`src/rtl/lstm_fixed_pkg.sv`:
```
// Shared Q2.14 fixed-point definitions for the LSTM datapath stages.
// Used by the row accumulator and later by the activation and cell-update stages.
package lstm_fixed_pkg;

    localparam int Q_FRAC       = 14;
    localparam int Q_DATA_WIDTH = 16;

    localparam logic signed [Q_DATA_WIDTH-1:0] Q_MAX = 16'sd32767;
    localparam logic signed [Q_DATA_WIDTH-1:0] Q_MIN = -16'sd32768;

    typedef enum logic [1:0] {
        IDLE  = 2'd0,
        ACCUM = 2'd1,
        DONE  = 2'd2
    } acc_state_t;

endpackage

```
`src/rtl/mac_row_accumulator_if.sv`:
```
// Partial-sum input stream, row configuration and result output of the row accumulator.
interface mac_row_accumulator_if #(
    parameter int DATA_WIDTH = 16,
    parameter int CNT_WIDTH  = 8
);

    // Handshake: a transfer happens on a rising clock edge where valid and ready are
    // both high; the sender holds data stable while valid is high and ready is low.
    logic                           in_valid;
    logic                           in_ready;
    logic signed [2*DATA_WIDTH-1:0] in_psum;
    logic        [CNT_WIDTH-1:0]    cfg_chunks;
    logic signed [DATA_WIDTH-1:0]   bias;
    logic                           out_valid;
    logic                           out_ready;
    logic signed [DATA_WIDTH-1:0]   out_data;

    modport master (
        output in_valid, in_psum, cfg_chunks, bias, out_ready,
        input  in_ready, out_valid, out_data
    );

    modport slave (
        input  in_valid, in_psum, cfg_chunks, bias, out_ready,
        output in_ready, out_valid, out_data
    );

endinterface

```
`src/rtl/q_saturate.sv`:
```
// Combinational signed clamp from IN_W bits down to OUT_W bits with a clamped flag.
module q_saturate #(
    parameter int IN_W  = 40,
    parameter int OUT_W = 16
) (
    input  logic signed [IN_W-1:0]  i_val,
    output logic signed [OUT_W-1:0] o_val,
    output logic                    o_clamped
);

    localparam logic signed [IN_W-1:0] MAX_IN = {{(IN_W-OUT_W+1){1'b0}}, {(OUT_W-1){1'b1}}};
    localparam logic signed [IN_W-1:0] MIN_IN = {{(IN_W-OUT_W+1){1'b1}}, {(OUT_W-1){1'b0}}};

    always_comb begin
        o_val     = i_val[OUT_W-1:0];
        o_clamped = 1'b0;
        if (i_val > MAX_IN) begin
            o_val     = {1'b0, {(OUT_W-1){1'b1}}};
            o_clamped = 1'b1;
        end else if (i_val < MIN_IN) begin
            o_val     = {1'b1, {(OUT_W-1){1'b0}}};
            o_clamped = 1'b1;
        end
    end

endmodule

```
`src/rtl/mac_row_accumulator.sv`:
```
// Accumulates per-chunk MAC partial sums plus bias for one row, then emits a saturated Q2.14 result.
// Optional MAC_ROW_ACC_SAT_FLAG_EN adds the out_sat flag and the sat_count debug counter.
module mac_row_accumulator
    import lstm_fixed_pkg::*;
#(
    parameter int DATA_WIDTH = 16,
    parameter int ACC_WIDTH  = 40,
    parameter int CNT_WIDTH  = 8
) (
    input  logic                   clk,
    input  logic                   rst,
    mac_row_accumulator_if.slave   bus,
    output logic                   busy,
    output acc_state_t             dbg_state
`ifdef MAC_ROW_ACC_SAT_FLAG_EN
    ,
    output logic                   out_sat,
    output logic [15:0]            sat_count
`endif
);

    acc_state_t                   r_state;
    logic signed [ACC_WIDTH-1:0]  r_acc;
    logic        [CNT_WIDTH-1:0]  r_cnt;
    logic        [CNT_WIDTH-1:0]  r_tgt;
    logic                         r_out_valid;
    logic signed [DATA_WIDTH-1:0] r_out_data;

    logic                         w_beat;
    logic                         w_take;
    logic                         w_last;
    logic        [CNT_WIDTH-1:0]  w_tgt_first;
    logic signed [ACC_WIDTH-1:0]  w_bias_ext;
    logic signed [ACC_WIDTH-1:0]  w_psum_ext;
    logic signed [ACC_WIDTH-1:0]  w_acc_next;
    logic signed [DATA_WIDTH-1:0] w_sat_data;
    logic                         w_clamped;

    assign bus.in_ready  = (r_state != DONE);
    assign bus.out_valid = r_out_valid;
    assign bus.out_data  = r_out_data;
    assign busy          = (r_state != IDLE);
    assign dbg_state     = r_state;

    assign w_beat = bus.in_valid && bus.in_ready;
    assign w_take = r_out_valid && bus.out_ready;

    // A zero chunk count still consumes the one beat that opens the row.
    assign w_tgt_first = (bus.cfg_chunks == '0) ? CNT_WIDTH'(1) : bus.cfg_chunks;

    assign w_bias_ext = {{(ACC_WIDTH-DATA_WIDTH){bus.bias[DATA_WIDTH-1]}}, bus.bias};
    assign w_psum_ext = {{(ACC_WIDTH-2*DATA_WIDTH){bus.in_psum[2*DATA_WIDTH-1]}}, bus.in_psum};
    assign w_acc_next = (r_state == IDLE) ? (w_bias_ext + w_psum_ext) : (r_acc + w_psum_ext);

    always_comb begin
        w_last = 1'b0;
        if (w_beat) begin
            if (r_state == IDLE) begin
                w_last = (w_tgt_first == CNT_WIDTH'(1));
            end else begin
                w_last = ((r_cnt + CNT_WIDTH'(1)) == r_tgt);
            end
        end
    end

    // Saturate the value being written on the final beat so out_data is registered on DONE entry.
    q_saturate #(
        .IN_W  (ACC_WIDTH),
        .OUT_W (DATA_WIDTH)
    ) u_sat (
        .i_val     (w_acc_next),
        .o_val     (w_sat_data),
        .o_clamped (w_clamped)
    );

    always_ff @(posedge clk or posedge rst) begin
        if (rst) begin
            r_state     <= IDLE;
            r_acc       <= '0;
            r_cnt       <= '0;
            r_tgt       <= '0;
            r_out_valid <= 1'b0;
            r_out_data  <= '0;
        end else begin
            case (r_state)
                IDLE: begin
                    if (w_beat) begin
                        r_tgt <= w_tgt_first;
                        r_acc <= w_acc_next;
                        r_cnt <= CNT_WIDTH'(1);
                        if (w_last) begin
                            r_state     <= DONE;
                            r_out_valid <= 1'b1;
                            r_out_data  <= w_sat_data;
                        end else begin
                            r_state <= ACCUM;
                        end
                    end
                end
                ACCUM: begin
                    if (w_beat) begin
                        r_acc <= w_acc_next;
                        r_cnt <= r_cnt + CNT_WIDTH'(1);
                        if (w_last) begin
                            r_state     <= DONE;
                            r_out_valid <= 1'b1;
                            r_out_data  <= w_sat_data;
                        end
                    end
                end
                DONE: begin
                    if (w_take) begin
                        r_state     <= IDLE;
                        r_out_valid <= 1'b0;
                    end
                end
                default: begin
                    r_state     <= IDLE;
                    r_out_valid <= 1'b0;
                end
            endcase
        end
    end

`ifdef MAC_ROW_ACC_SAT_FLAG_EN
    logic        r_out_sat;
    logic [15:0] r_sat_count;

    always_ff @(posedge clk or posedge rst) begin
        if (rst) begin
            r_out_sat   <= 1'b0;
            r_sat_count <= '0;
        end else if (w_last) begin
            r_out_sat <= w_clamped;
            if (w_clamped && (r_sat_count != 16'hFFFF)) begin
                r_sat_count <= r_sat_count + 16'd1;
            end
        end
    end

    assign out_sat   = r_out_sat;
    assign sat_count = r_sat_count;
`else
    logic w_unused_clamped;
    assign w_unused_clamped = w_clamped;
`endif

endmodule
```
`src/flat_wrapper.sv`:
```
// flat-port wrapper written by rule: the top's interface ports become plain ports
module mac_row_accumulator_flat import lstm_fixed_pkg::*;
#(
    parameter int DATA_WIDTH = 16,
    parameter int ACC_WIDTH  = 40,
    parameter int CNT_WIDTH  = 8
)
  (clk, rst, busy, dbg_state, bus_in_valid, bus_in_psum, bus_cfg_chunks, bus_bias, bus_out_ready, bus_in_ready, bus_out_valid, bus_out_data);
  mac_row_accumulator_if #(.DATA_WIDTH(DATA_WIDTH), .CNT_WIDTH(CNT_WIDTH)) bus_i ();
  input  logic clk;
  input  logic rst;
  output logic busy;
  output acc_state_t dbg_state;
  input wire logic [$bits(bus_i.in_valid)-1:0] bus_in_valid;
  input wire logic [$bits(bus_i.in_psum)-1:0] bus_in_psum;
  input wire logic [$bits(bus_i.cfg_chunks)-1:0] bus_cfg_chunks;
  input wire logic [$bits(bus_i.bias)-1:0] bus_bias;
  input wire logic [$bits(bus_i.out_ready)-1:0] bus_out_ready;
  output wire logic [$bits(bus_i.in_ready)-1:0] bus_in_ready;
  output wire logic [$bits(bus_i.out_valid)-1:0] bus_out_valid;
  output wire logic [$bits(bus_i.out_data)-1:0] bus_out_data;
  assign bus_i.in_valid = bus_in_valid;
  assign bus_i.in_psum = bus_in_psum;
  assign bus_i.cfg_chunks = bus_cfg_chunks;
  assign bus_i.bias = bus_bias;
  assign bus_i.out_ready = bus_out_ready;
  assign bus_in_ready = bus_i.in_ready;
  assign bus_out_valid = bus_i.out_valid;
  assign bus_out_data = bus_i.out_data;
  mac_row_accumulator #(.DATA_WIDTH(DATA_WIDTH), .ACC_WIDTH(ACC_WIDTH), .CNT_WIDTH(CNT_WIDTH)) u_core (.clk(clk), .rst(rst), .bus(bus_i), .busy(busy), .dbg_state(dbg_state));
endmodule
```
`config.mk`:
```
export PLATFORM = sky130hd
export DESIGN_NAME = mac_row_accumulator_flat
export DESIGN_NICKNAME = d
export VERILOG_FILES = /design/src/rtl/lstm_fixed_pkg.sv /design/src/rtl/mac_row_accumulator_if.sv /design/src/rtl/q_saturate.sv /design/src/rtl/mac_row_accumulator.sv /design/src/flat_wrapper.sv
export SDC_FILE = /design/constraint.sdc
export NUM_CORES = 1
export LEC_CHECK = 0
export ABC_AREA = 1
export BUFFER_PORTS_ARGS = -buffer_cell sky130_fd_sc_hd__buf_2
export CORE_MARGIN = 2
export CORE_UTILIZATION = 50
export DETAILED_ROUTE_END_ITERATION = 7
export PLACE_DENSITY = 0.67
export SETUP_SLACK_MARGIN = 0.5
export SLEW_MARGIN = 20
export SYNTH_ARGS = -nofsm -noshare
export SYNTH_HDL_FRONTEND = slang
export SYNTH_SLANG_ARGS = --single-unit
```
`constraint.sdc`:
```
create_clock -name clk -period 5.9 [get_ports clk]
set_clock_uncertainty 0.1 [all_clocks]
set_input_delay 0 -clock clk [delete_from_list [all_inputs] [get_ports clk]]
set_output_delay 0 -clock clk [all_outputs]
set_load 0.02 [all_outputs]
```
==> Word level (Yosys, flattened, before mapping) <==
Index checks and enable logic that the tools add are counted.
{ "op_classes": {"n_mux": 19, "n_reduce_logical": 13, "addsub": 3, "order_cmp": 2, "eq_ne": 11} }
{ "op_table": {"columns": ["op", "n"], "rows": [
  ["$add 40x32->40", 1],
  ["$gt 40x16->1 const B", 1],
  ["$lt 40x16->1 const B", 1],
  ["$mux 40", 1],
  ["$add 16x32->33", 1],
  ["$mux 16", 2],
  ["$mux 8", 3],
  ["$pmux 8 s2", 1],
  ["$ne 2x1->1 const B", 6],
  ["$mux 2", 5],
  ["$reduce_and 3->1", 3],
  ["$add 8x1->8 const B", 1],
  ["$eq 8x1->1 const B", 1],
  ["$eq 8x8->1", 1],
  ["$logic_not 8->1", 1],
  ["$pmux 2 s3", 1],
  ["$mux 1", 5],
  ["$reduce_and 2->1", 2],
  ["$reduce_and 4->1", 1],
  ["$reduce_bool 2->1", 2],
  ["$eq 2x1->1 const B", 1],
  ["$eq 2x2->1 const B", 1],
  ["$logic_and 1x1->1", 2],
  ["$logic_not 2->1", 1],
  ["3 further kinds", 3]
]} }
{ "word_totals": {"inputBits": 60, "wordCells": 54, "register_bits": 75, "out_inout_bits": 21} }

==> Logic depth before layout (Yosys ltp) <==
{ "logic_depth": {"ltp_word": 8, "ltp_mapped": 24, "ltp_nobuf": 23} }

==> Hierarchy <==
Synthesis repeated with hierarchy kept, for this count alone.
{ "hier_totals": {"hier_cells": 1684, "hier_area_um2": 9277.6} }
{ "modules_own_cells": {"columns": ["module", "area_each_um2", "instances", "cells_each", "seq_area_each_um2"], "rows": [
  ["mac_row_accumulator", 8943.6, 1, 1605, 1876.8],
  ["q_saturate", 334.1, 1, 79, 0.0]
]} }

==> Worst setup path after synthesis <==
Ideal clock, no wire load.
{ "synth_path": {"kind": "reg2reg", "start": "reg u_core.r_acc[0]", "end": "reg u_core.r_out_data[0], in the netlist u_core.bus.out_data[0]", "n_path_buf": 1, "setup_ns": 0.119, "t_arrival_ns": 2.511, "t_required_ns": 5.681, "slack_ns": 3.170, "period_less_slack_ns": 2.730, "path_stages_with_launch": 23, "cell_sequence": "dfrtp_1 > ha_1 > inv_1 > fa_1 > inv_1 > nand3_1 > nand3_1 > nand2_1 > nand2_1 > nand2_1 > nand2_1 > nand2_1 > nand2_1 > nand2_1 > nand3_1 > nand3_1 > nor2_1 > nand3_1 > nor2_2 > nor2_4 > nor2_8 > buf_8 > a21oi_2"} }
{ "synth_between": {"elab_chain_len": 5, "elab_cells_between_ends": 6, "classes_between": "add/sub (1); order compare (2); mux (3)"} }
{ "synth_lines": {"columns": ["item", "line_no", "source"], "rows": [
  ["start: declaration", "mac_row_accumulator.sv:23", "logic signed [ACC_WIDTH-1:0] r_acc;"],
  ["start signal: assignment", "mac_row_accumulator.sv:89", "r_acc <= w_acc_next;"],
  ["start signal: assignment", "mac_row_accumulator.sv:102", "r_acc <= w_acc_next;"],
  ["$add 40x32->40 *", "mac_row_accumulator.sv:53", "assign w_acc_next = (r_state == IDLE) ? (w_bias_ext + w_psum_ext) : (r_acc + w_psum_ext);"],
  ["$mux 40 *", "mac_row_accumulator.sv:53", null],
  ["$lt 40x16->1", "q_saturate.sv:20", "end else if (i_val < MIN_IN) begin"],
  ["$mux 16", "q_saturate.sv:20", null],
  ["$mux 16 *", "q_saturate.sv:17", "if (i_val > MAX_IN) begin"],
  ["end signal: assignment", "mac_row_accumulator.sv:94", "r_out_data <= w_sat_data;"],
  ["end signal: assignment", "mac_row_accumulator.sv:107", "r_out_data <= w_sat_data;"],
  ["end: declaration", "mac_row_accumulator.sv:27", "logic signed [DATA_WIDTH-1:0] r_out_data;"]
]} }
Mark *: on every way between the ends. The rest lies on a longest branch, timed or not.
A chain may end at the register's enable or synchronous reset.

==> Worst setup path after layout <==
{ "layout_path": {"start": "reg u_core.r_acc[0]", "end": "reg u_core.r_out_data[14], in the netlist u_core.bus.out_data[14]"} }
The elaborated chain is that of the path after synthesis.

==> flow_metrics.env <==
export IMPL_status="complete, no violations"
export IMPL_clockBufferDepth=2
export IMPL_synth_top_area_share_pct=24.7
export IMPL_r2r_setup_slack_ns=2.28
export IMPL_drt_total_wl_um=31500
export IMPL_fmax_mhz=276
export IMPL_vias_per_cell=5.36
export IMPL_cts_buffers=9
export IMPL_cap_violations=0
export IMPL_crit_path_frequent_cell="nand2_1"
export IMPL_dpl_cell_area_sq_mm=0.0101
export IMPL_cp_start_kind="flop"
export IMPL_syn_area_per_cell_sq_um=5.71
export IMPL_io_pins=81
export IMPL_synth_top_family_by_area="simple AND/OR/NAND/NOR gates"
export IMPL_grt_total_usage_pct=31.6
export IMPL_path_class="reg2reg"
export IMPL_synthCells=1660
export IMPL_fp_dieW_um=142
export IMPL_ys_types=48
export IMPL_ant_nets=0
export IMPL_design_area_sq_mm=0.0105
export IMPL_crit_required_ns=6.08
export IMPL_clk_pin_slew_ns=0.07
export IMPL_worstRegToRegCells=22
export IMPL_wl_per_cell_um=15.8
export IMPL_synth_compound_area_share_pct=9.80
export IMPL_rows=50
export IMPL_cp_depth=22
export IMPL_crit_reg2reg_launch="u_core.r_acc[0]$_DFFE_PP0P_"
export IMPL_fin_nets=1881
export IMPL_muxShareOfSynthArea_pct=0.686
export IMPL_h_tree_depth=3
export IMPL_synth_top_cell_by_area="nand2_1"
export IMPL_initial_core_util_pct=50.9
export IMPL_syn_cell_area_sq_mm=0.00948
export IMPL_area_delta_synth_final_pct=10.9
export IMPL_portBuffers=80
export IMPL_rsz0062_at_grt="no"
export IMPL_tns_ns=0
export IMPL_slew_viol_final=0
export IMPL_nFillCells=1988
export IMPL_critPathMaxFanout=15
export IMPL_crit_path_start="u_core.r_acc[0]$_DFFE_PP0P_"
export IMPL_ys_top_cells_by_area="nand2_1, dfrtp_1, inv_1"
export IMPL_synth_cells_most_frequent="nand2_1, inv_1, nor2_1, nand3_1, dfrtp_1"
export IMPL_drt_iter0_drc=914
export IMPL_place_hpwl_um=25600
export IMPL_critical_path_buf_inv_count=2
export IMPL_ys_flop_type="dfrtp_1"
export IMPL_finalHoldViolations=0
export IMPL_vdd_ir_drop_max_mv=0.337
export IMPL_cts_sinks=75
export IMPL_relSlewSlack_pct=41.4
export IMPL_cp_slowest_cell="fa_1"
export IMPL_coreArea_sq_mm=0.0186
export IMPL_globalRouteOverflowTotal=0
export IMPL_synth_xor_area_share_pct=1.48
export IMPL_grt_max_degree=76
export IMPL_yosys_area_share_simple_pct=45.2
export IMPL_drc=0
export IMPL_fp_dieH_um=142
export IMPL_cts_root_buf="clkbuf_16"
export IMPL_antenna_found_initial=0
export IMPL_synthAdderAreaFrac_pct=9.92
export IMPL_dr_pass1_iters=6
export IMPL_p_leak_uw=0.00613
export IMPL_seq_area_frac_synth_pct=19.8
export IMPL_ys_seq_elements=75
export IMPL_power_density_mw_per_mm2=468
export IMPL_synth_edf_count=0
export IMPL_clk_latency_ns=0.35
export IMPL_ys_warn_count=0
export IMPL_worst_pin_slew_ns=0.878
export IMPL_die_area_sq_mm=0.0201
export IMPL_routed_via_count=10600
export IMPL_ctsResizeCount=0
export IMPL_finalCoreUtilization_pct=56.4
export IMPL_worstHoldPathType="in2reg"
export IMPL_r2r_end="u_core.bus.out_data[14]$_DFFE_PP0P_"
export IMPL_diodes=0
export IMPL_period_needed_ns=3.62
export IMPL_power_uw=4930
export IMPL_grt_pass1_wl_um=49800
export IMPL_post_route_period_util_pct=61.4
export IMPL_crit_path_end="u_core.bus.out_data[14]$_DFFE_PP0P_"
export IMPL_hold_ws_ns=0.0356
export IMPL_critPathArrivalTime_ns=3.80
export IMPL_ys_async_sr_fraction_pct=100
export IMPL_synth_most_common_cell="nand2_1"
export IMPL_gp_congestion=1.07
export IMPL_setup_viol_count_final=0
export IMPL_cp_cell_sequence="ha_1 -> inv_1 -> fa_1 -> inv_1 -> nand3_1 -> nand3_1 -> nand2_1 -> nand2_1 -> nand2_1 -> nand2_1 -> nand2_1 -> nand3_1 -> nand2_1 -> nor2_1 -> nand2_1 -> nor3_2 -> nand2_1 -> nor2_1 -> nand2_2 -> nand2_4 -> nand2_1 -> a21oi_1"
export IMPL_cpPeakStageDelay_ns=0.40
export IMPL_tritoncts="built"
export IMPL_crit_family="simple AND/OR/NAND/NOR gates"
export IMPL_drive_above_1_share_pct=11.8
export IMPL_endpoint_kind="flop"
export IMPL_synth_fp_nets=1794
export IMPL_grt_pass1_vias=9738
-- tightest hold or removal path, stage by stage --
cell and delay (ns):
buf_2 0.08, ha_1 0.12, nand2_1 0.05, nand2_1 0.10
nand2_1 0.07, nand2_1 0.05
-- area by class of cell --
cell class	instances	area, sq um	area share (%)
multi-input combinational	1264	6370	60.6
sequential	75	1880	17.8
inverter	301	1130	10.8
timing repair buffer	96	554	5.27
tap	234	293	2.78
clock buffer	9	225	2.14
clock inverter	6	66.3	0.630
-- routing by layer --
layer / share of wire (%) / routed length, um / GRT usage [%]
met5: 0 / 0 / 0
met2: 43 / 13400 / 49.3
met4: 4.0 / 1250 / 12.2
met1: 46 / 14400 / 43.4
met3: 7.9 / 2470 / 6.14
-- stage by stage --
stage	setup slack, ns	std cells
2_1_floorplan	3.17	1660
3_3_place_gp	2.33	1958
3_5_place_dp	2.33	1958
4_1_cts	2.32	1985
5_1_grt	2.05	1985
6_report	2.28	1985
-- power breakdown --
| part | leakage (uW) | switching, uW | internal, uW | total, uW |
|---|---|---|---|---|
| logic | 0.00509 | 2360 | 1100 | 3450 |
| clock network | 0.000146 | 249 | 327 | 577 |
| registers | 0.000895 | 153 | 744 | 897 |
| total | 0.00613 | 2760 | 2170 | 4930 |
-- state kept, by name, indices dropped and copies added, names as in the netlist --
register / cells
u_core.dbg_state: 2
u_core.r_cnt: 8
u_core.r_acc: 40
u_core.bus.out_data: 16
u_core.bus.out_valid: 1
u_core.r_tgt: 8
-- worst min-delay path by stage --
stage                            from                           to  slack, ns  cells past startpoint
floorplan           bus_cfg_chunks[5]  u_core.r_tgt[5]$_DFFE_PP0P_       0.05                      1
global placement    bus_cfg_chunks[4]  u_core.r_tgt[4]$_DFFE_PP0P_       0.15                      2
detailed placement  bus_cfg_chunks[4]  u_core.r_tgt[4]$_DFFE_PP0P_       0.16                      2
CTS                       bus_bias[0]  u_core.r_acc[0]$_DFFE_PP0P_       0.03                      6
global route              bus_bias[0]  u_core.r_acc[0]$_DFFE_PP0P_       0.10                      6
finish                    bus_bias[0]  u_core.r_acc[0]$_DFFE_PP0P_       0.04                      6
-- kinds of logic (layout without fill, tap and decap cells) --
kind of cell,after synthesis,in the layout
mux,6,6
simple gates,1002,1002
compound gates,166,166
buf+inv,321,412
flops,75,75
fa+ha+maj,74,74
xor+xnor,16,16
-- layout by cell type (no fill, tap or decap), types with 3 or more instances in the layout --
cell type	count
nand3_1	127
nor2_1	136
nand3b_1	3
mux2_2	4
o21ai_1	3
clkbuf_16	9
o21ai_0	57
buf_2	80
xnor2_1	10
nand2_1	623
inv_2	11
a21oi_1	70
buf_4	3
o22ai_1	6
nand3_2	9
and2_1	5
or2_2	8
nor3_2	4
clkinv_2	3
ha_1	72
o21bai_1	8
nor2_2	16
inv_1	285
nor3_1	9
nand4_1	18
clkinv_1	4
nand2_2	34
dfrtp_1	75
dlygate4sd3_1	12
a21oi_2	13
xor2_1	6
-- timing repair --
item / CTS / global route
hold endpoints to repair: 87 / 0
hold buffers: 12 / 0
endpoints found under the setup margin: 0 / 0
buffers inserted: 0 / 0
No activity file was read; power rests on OpenSTA's default activity.
